[config.mk]
export PLATFORM = sky130hd
export DESIGN_NAME = rv32i_fetch_unit_flat
export DESIGN_NICKNAME = d
export VERILOG_FILES = /design/src/rtl/rv32i_pkg.sv /design/src/rtl/rv32i_fetch_unit_if.sv /design/src/rtl/rv32i_if_id_reg.sv /design/src/rtl/rv32i_fetch_unit.sv /design/src/flat_wrapper.sv
export SDC_FILE = /design/constraint.sdc
export NUM_CORES = 1
export LEC_CHECK = 0
export ABC_AREA = 1
export ABC_CLOCK_PERIOD_IN_PS = 2650
export CAP_MARGIN = 30
export CORE_ASPECT_RATIO = 1.25
export CORE_MARGIN = 4
export CORE_UTILIZATION = 40
export CTS_BUF_LIST = sky130_fd_sc_hd__clkbuf_2
export CTS_CLUSTER_SIZE = 16
export DETAILED_ROUTE_END_ITERATION = 7
export PLACE_DENSITY = 0.73
export SLEW_MARGIN = 25
export SYNTH_ARGS = -nofsm -noshare
export SYNTH_HDL_FRONTEND = slang
export SYNTH_SLANG_ARGS = --single-unit
[constraint.sdc]
create_clock -name i_clk -period 2.65 [get_ports i_clk]
set_input_delay 0.53 -clock i_clk [delete_from_list [all_inputs] [get_ports i_clk]]
set_output_delay 0.53 -clock i_clk [all_outputs]
set_load 0.005 [all_outputs]
[src/rtl/rv32i_pkg.sv]
// Shared RV32 pipeline types: word size, canonical NOP, and the IF/ID payload
// that decode consumes.
package rv32i_pkg;
  localparam int          XLEN      = 32;
  localparam logic [31:0] RV32I_NOP = 32'h0000_0013;

  typedef struct packed {
    logic        valid;
    logic [31:0] pc;
    logic [31:0] pc4;
    logic [31:0] inst;
  } if_id_t;
endpackage

[src/rtl/rv32i_fetch_unit_if.sv]
// Fetch-stage bus: combinational imem port, EX redirect, and IF/ID handshake.
// The master side is the fetch unit, the slave side is its environment.
interface rv32i_fetch_unit_if #(parameter int INST_WIDTH = 32);
  logic [INST_WIDTH-1:0] o_imem_addr;
  logic [INST_WIDTH-1:0] i_imem_inst;
  logic                  i_redirect_valid;
  logic [INST_WIDTH-1:0] i_redirect_pc;
  logic                  o_id_valid;
  logic                  i_id_ready;
  logic [INST_WIDTH-1:0] o_id_pc;
  logic [INST_WIDTH-1:0] o_id_pc4;
  logic [INST_WIDTH-1:0] o_id_inst;
  logic                  o_misalign;

  modport master (
    output o_imem_addr, o_id_valid, o_id_pc, o_id_pc4, o_id_inst, o_misalign,
    input  i_imem_inst, i_redirect_valid, i_redirect_pc, i_id_ready
  );

  modport slave (
    input  o_imem_addr, o_id_valid, o_id_pc, o_id_pc4, o_id_inst, o_misalign,
    output i_imem_inst, i_redirect_valid, i_redirect_pc, i_id_ready
  );
endinterface

[src/rtl/rv32i_if_id_reg.sv]
// Valid/ready pipeline register with flush. Flush drops valid but keeps the
// payload, so downstream sees stable (stale) data while the bubble passes.
module rv32i_if_id_reg #(
  parameter int           W        = 96,
  parameter logic [W-1:0] RST_DATA = '0
) (
  input  logic         i_clk,
  input  logic         i_rst,
  input  logic         i_flush,
  input  logic         i_valid,
  output logic         o_ready,
  input  logic [W-1:0] i_data,
  output logic         o_valid,
  input  logic         i_ready,
  output logic [W-1:0] o_data
);
  logic         valid_q, valid_d;
  logic [W-1:0] data_q, data_d;

  assign o_ready = !valid_q || i_ready;

  always_comb begin
    valid_d = valid_q;
    data_d  = data_q;
    if (i_flush) begin
      valid_d = 1'b0;
    end else if (o_ready) begin
      valid_d = i_valid;
      if (i_valid) data_d = i_data;
    end
  end

  always_ff @(posedge i_clk) begin
    if (i_rst) begin
      valid_q <= 1'b0;
      data_q  <= RST_DATA;
    end else begin
      valid_q <= valid_d;
      data_q  <= data_d;
    end
  end

  assign o_valid = valid_q;
  assign o_data  = data_q;
endmodule

[src/rtl/rv32i_fetch_unit.sv]
// RV32 instruction fetch: owns the PC, reads the combinational imem, and
// feeds decode through the IF/ID register. EX redirects squash in-flight work.
module rv32i_fetch_unit
  import rv32i_pkg::*;
#(
  parameter int                    INST_WIDTH = XLEN,
  parameter logic [INST_WIDTH-1:0] RESET_PC   = '0
) (
  input  logic                i_clk,
  input  logic                i_rst,
  rv32i_fetch_unit_if.master  bus
);
  localparam int PW = 3 * INST_WIDTH;
  localparam logic [PW-1:0] PAYLOAD_RST = {{INST_WIDTH{1'b0}}, {INST_WIDTH{1'b0}}, RV32I_NOP};

  logic [INST_WIDTH-1:0] pc_q, pc_d;
  logic                  mis_q, mis_d;
  logic                  slot_free;
  logic                  id_valid;
  logic [PW-1:0]         fetch_data, id_data;
  if_id_t                id_s;

  // Every PC add wraps modulo 2^INST_WIDTH.
  assign fetch_data = {pc_q, pc_q + INST_WIDTH'(4), bus.i_imem_inst};

  always_comb begin
    pc_d  = pc_q;
    mis_d = 1'b0;
    if (bus.i_redirect_valid) begin
      pc_d  = {bus.i_redirect_pc[INST_WIDTH-1:2], 2'b00};
      mis_d = |bus.i_redirect_pc[1:0];
    end else if (slot_free) begin
      pc_d  = pc_q + INST_WIDTH'(4);
    end
  end

  always_ff @(posedge i_clk) begin
    if (i_rst) begin
      pc_q  <= RESET_PC;
      mis_q <= 1'b0;
    end else begin
      pc_q  <= pc_d;
      mis_q <= mis_d;
    end
  end

  rv32i_if_id_reg #(.W(PW), .RST_DATA(PAYLOAD_RST)) u_if_id (
    .i_clk   (i_clk),
    .i_rst   (i_rst),
    .i_flush (bus.i_redirect_valid),
    .i_valid (1'b1),
    .o_ready (slot_free),
    .i_data  (fetch_data),
    .o_valid (id_valid),
    .i_ready (bus.i_id_ready),
    .o_data  (id_data)
  );

  assign id_s = {id_valid, id_data};

  assign bus.o_imem_addr = pc_q;
  assign bus.o_id_valid  = id_s.valid;
  assign bus.o_id_pc     = id_s.pc;
  assign bus.o_id_pc4    = id_s.pc4;
  assign bus.o_id_inst   = id_s.inst;
  assign bus.o_misalign  = mis_q;
endmodule

[src/flat_wrapper.sv]
// flat-port wrapper written by rule: the top's interface ports become plain ports
module rv32i_fetch_unit_flat import rv32i_pkg::*;
#(
  parameter int                    INST_WIDTH = XLEN,
  parameter logic [INST_WIDTH-1:0] RESET_PC   = '0
)
  (i_clk, i_rst, bus_o_imem_addr, bus_o_id_valid, bus_o_id_pc, bus_o_id_pc4, bus_o_id_inst, bus_o_misalign, bus_i_imem_inst, bus_i_redirect_valid, bus_i_redirect_pc, bus_i_id_ready);
  rv32i_fetch_unit_if #(.INST_WIDTH(INST_WIDTH)) bus_i ();
  input  logic i_clk;
  input  logic i_rst;
  output wire logic [$bits(bus_i.o_imem_addr)-1:0] bus_o_imem_addr;
  output wire logic [$bits(bus_i.o_id_valid)-1:0] bus_o_id_valid;
  output wire logic [$bits(bus_i.o_id_pc)-1:0] bus_o_id_pc;
  output wire logic [$bits(bus_i.o_id_pc4)-1:0] bus_o_id_pc4;
  output wire logic [$bits(bus_i.o_id_inst)-1:0] bus_o_id_inst;
  output wire logic [$bits(bus_i.o_misalign)-1:0] bus_o_misalign;
  input wire logic [$bits(bus_i.i_imem_inst)-1:0] bus_i_imem_inst;
  input wire logic [$bits(bus_i.i_redirect_valid)-1:0] bus_i_redirect_valid;
  input wire logic [$bits(bus_i.i_redirect_pc)-1:0] bus_i_redirect_pc;
  input wire logic [$bits(bus_i.i_id_ready)-1:0] bus_i_id_ready;
  assign bus_o_imem_addr = bus_i.o_imem_addr;
  assign bus_o_id_valid = bus_i.o_id_valid;
  assign bus_o_id_pc = bus_i.o_id_pc;
  assign bus_o_id_pc4 = bus_i.o_id_pc4;
  assign bus_o_id_inst = bus_i.o_id_inst;
  assign bus_o_misalign = bus_i.o_misalign;
  assign bus_i.i_imem_inst = bus_i_imem_inst;
  assign bus_i.i_redirect_valid = bus_i_redirect_valid;
  assign bus_i.i_redirect_pc = bus_i_redirect_pc;
  assign bus_i.i_id_ready = bus_i_id_ready;
  rv32i_fetch_unit #(.INST_WIDTH(INST_WIDTH), .RESET_PC(RESET_PC)) u_core (.i_clk(i_clk), .i_rst(i_rst), .bus(bus_i));
endmodule
==> metrics.md, run 1 <==
| Metric | Value |
|---|---|
| Final number of setup-violating endpoints | `0` |
| Critical path's top delay family | `buffers and inverters` |
| TNS Setup | `0 ps` |
| Cell Chain, Critical Path | `clkdlybuf4s50_1` |
| Commonest non-fill, non-tap cell in the layout | `clkdlybuf4s50_1` |
| RSZ-0062 raised after global routing | `no` |
| Commonest cells after routing, fill and taps aside | `clkdlybuf4s50_1 (190), nand2_1 (153), nor2_1 (128)` |
| Post-layout min period | `2300 ps` |
| Clk pin slew, worst setup/hold paths | `170 ps` |
| Clock Skews | `~28 ps` |
| Max_cap viols | `0` |
| Hold WS | `338 ps` |
| CP Capture Type | `output pin` |
| Cell-internal power | `0.00286 W` |
| Global-route wire length before repair | `25,800 microns` |
| Final ANT Viol Nets | `0` |
| Final WL | `16,400 microns` |
| Worst R2R Path Depth | `7` |
| Peak supply drop | `258 uV` |
| Vias in the first global route | `4,892` |
| Synth top area share | `46.5%` |
| Register area share after synthesis | `between 40% and 50%` |
| Max frequency | `~0.43 GHz` |
| Crit-path slowest cell | `clkdlybuf4s50_1` |
| Die area | `15,300 sq um` |
| PD cells | `530 nW/um^2` |
| DRC violations left | `0` |
| DRT iter0 DRCs | `464` |
| Worst reg2reg path endpoint | `u_core.bus.o_imem_addr[16]` |
| Die W | `roughly 110 microns` |
| Arr. time, crit path | `1770 ps` |
| Final Max Tran Viols | `0` |
| # hold bufs at CTS | `0` |
| Clk network pwr share | `30.5%` |
| CP Launch Point | `u_core.bus.o_imem_addr[11]` |
| Syn-to-layout area delta | `38.0%` |
| Vias per cell | `4.91` |
| Leak | `2.73 nW` |
| Length of the first detailed-routing pass in iterations | `5` |
| Ys Warns | `0` |
| Vias | `5,210` |
| Seq pwr share | `53.1%` |
| CTS Buf Count | `17` |
| # H-tree levels | `4` |
| Worst R2R Start | `u_core.bus.o_imem_addr[2]` |
| Final period util | `86.9%` |
| CP Max Fanout | `7` |
| Hold Path Class | `in2reg` |
| Post-CTS setup buffer count | `0` |
| CTS max path bufs | `2` |
| Core area | `12,900 sq um` |
| Io pins | `about 200` |
| Yosys cell types | `22` |
| Total power | `between 0.003 and 0.004 W` |
| Hold Violations, Final | `0` |
| Post-DP HPWL | `11,900 microns` |
| Share of cells above drive strength 1 | `6.50%` |
| Final #Nets | `around 950` |
| Net Sw Frac | `26.7%` |
| Gr usage total | `21.3%` |
| CTS tree | `done` |
| Worst skew pair latency | `670 ps` |
| Clock Tree Root | `clkbuf_2` |
| Final Cell Area | `7370 sq um` |
| Reg2Reg Setup Slack | `between 700 and 800 ps` |
| Crit path buffers/inverters | `1` |
| Post-synth top area cell | `dfxtp_1` |
| Synthesized flop and latch total | `about 120` |
| Hold depth | `4` |
| Worst slew pin tran | `between 700 and 800 ps` |
| Clock Sinks | `124` |
| Gpl congestion | `0.907` |
| Data required, critical path | `2120 ps` |
| Initial antenna violation count | `1` |
| Area contributors post-synth | `dfxtp_1 (46%), nand2_1 (11%), nor2_1 (9.1%)` |
| WL/cell | `15.5 microns` |
| Psw | `0.00104 W` |
| Post-CTS sizing | `0` |
| Synthesized cell area | `5340 sq um` |
| Max incr delay on CP | `590 ps` |
| Port bufs | `approximately 190` |
| Slew margin rel. | `roughly half` |
| Hold Crit Start | `i_rst` |
| Post-DP Area | `7140 sq um` |
| Syn Area/Cell | `7.29 sq um` |
| Largest net degree at the start of global routing | `85` |
| Crit Path Class | `reg2out` |
| Gate power share | `between 10% and 20%` |
| Die Y | `137 microns` |
| Worst Hold Path EP | `u_core.u_if_id.o_data[29]` |
| Row cnt | `46` |
| Post-Syn Instances | `roughly 730` |
| Initial Util | `between 40% and 50%` |
| Gr ovfl total | `0` |
| Status | `complete, no violations` |
| Critical Path Start Type | `register` |
## sequential cells by signal, indices dropped and copies added, names as in the netlist
signal                  count
u_core.bus.o_imem_addr     30
u_core.bus.o_misalign       1
u_core.u_if_id.o_data      92
u_core.u_if_id.o_valid      1
## metal layers
| layer | share of wire, % | vias to the layer above | track usage (%) |
|---|---|---|---|
| met4 | 3.3 | 0 | 9.26 |
| met3 | 4.9 | 37 | 5.26 |
| li1 | - | 2635 | - |
| met2 | 49 | 187 | 35.4 |
| met1 | 43 | 2351 | 26.5 |
| met5 | 0 | - | 0 |
## worst max-delay path by stage
stage	endpoint	slack [ps]	cells past startpoint
2_1_floorplan	u_core.u_if_id.o_data[85]	1180	7
3_3_place_gp	u_core.bus.o_imem_addr[21]	110	4
3_5_place_dp	u_core.bus.o_imem_addr[19]	400	7
4_1_cts	bus_o_imem_addr[10]	250	1
5_1_grt	bus_o_imem_addr[13]	240	1
6_report	bus_o_imem_addr[11]	350	1
## synthesized netlist by cell type
| cell type | number |
|---|---|
| a21oi_1 | 73 |
| a22oi_1 | 21 |
| a31oi_1 | 8 |
| buf_2 | 7 |
| buf_4 | 39 |
| clkbuf_1 | 30 |
| conb_1 | 1 |
| dfxtp_1 | 124 |
| ha_1 | 1 |
| inv_1 | 27 |
| inv_2 | 1 |
| nand2_1 | 154 |
| nand2_2 | 5 |
| nand3_1 | 22 |
| nand3b_1 | 1 |
| nor2_1 | 129 |
| nor2_2 | 10 |
| nor2_4 | 3 |
| nor3_1 | 1 |
| o21ai_0 | 66 |
| xnor2_1 | 2 |
| xor2_1 | 7 |
## kinds of logic after synthesis
kind of cell               synth area share (%)
and+or+nand+nor                            24.6
AOI/OAI and AO/OA                          16.9
DFF                                        46.5
buffers and inverters                      10.2
xor gates and xnor gates                   1.48
adders and majority gates                 0.234
other                                    0.0702
## worst register-to-register path, stage by stage, from the launching register on
cell and delay [ps]:
dfxtp_1 490, ha_1 260, nand3_1 140, nor2_1 390
nand3_1 210, xor2_1 190, nand2_1 90, a21oi_1 70
## area by class of cell
class	count	area [sq um]
antenna	1	2.50
clock buffer	20	100
clock inverter	11	126
fill	1261	5530
inverter	28	105
multi-input combinational	509	2340
sequential	124	2480
tap	168	210
timing repair buffer	200	2000
## stage by stage
stage          util (%)  worst slack [ps]  instances
2_1_floorplan         -              1180        737
6_report           57.1               346       1061
3_3_place_gp       55.3               107       1029
4_1_cts            57.1               247       1060
5_1_grt            57.1               236       1061
3_5_place_dp       55.4               397       1029
## power groups by stage
stage | clock (W) | sequential, W | combinational, W
2_1_floorplan | 0 | 0.00210 | 0.000284
3_3_place_gp | 0 | 0.00211 | 0.000636
3_5_place_dp | 0 | 0.00211 | 0.000644
4_1_cts | 0.00123 | 0.00207 | 0.000647
5_1_grt | 0.00130 | 0.00209 | 0.000702
6_report | 0.00119 | 0.00207 | 0.000641
(Power assumes the default switching activity.)
==> run 2, diff against run 1 <==
--- a/config.mk
+++ b/config.mk
@@ -7,7 +7,7 @@
 export LEC_CHECK = 0
 export ABC_AREA = 1
 export ABC_CLOCK_PERIOD_IN_PS = 2650
-export CAP_MARGIN = 30
+export CAP_MARGIN = 0
 export CORE_ASPECT_RATIO = 1.25
 export CORE_MARGIN = 4
 export CORE_UTILIZATION = 40
==> results of run 2 <==
Same layout as run 1: the final DEF is identical, and so are final timing and power.
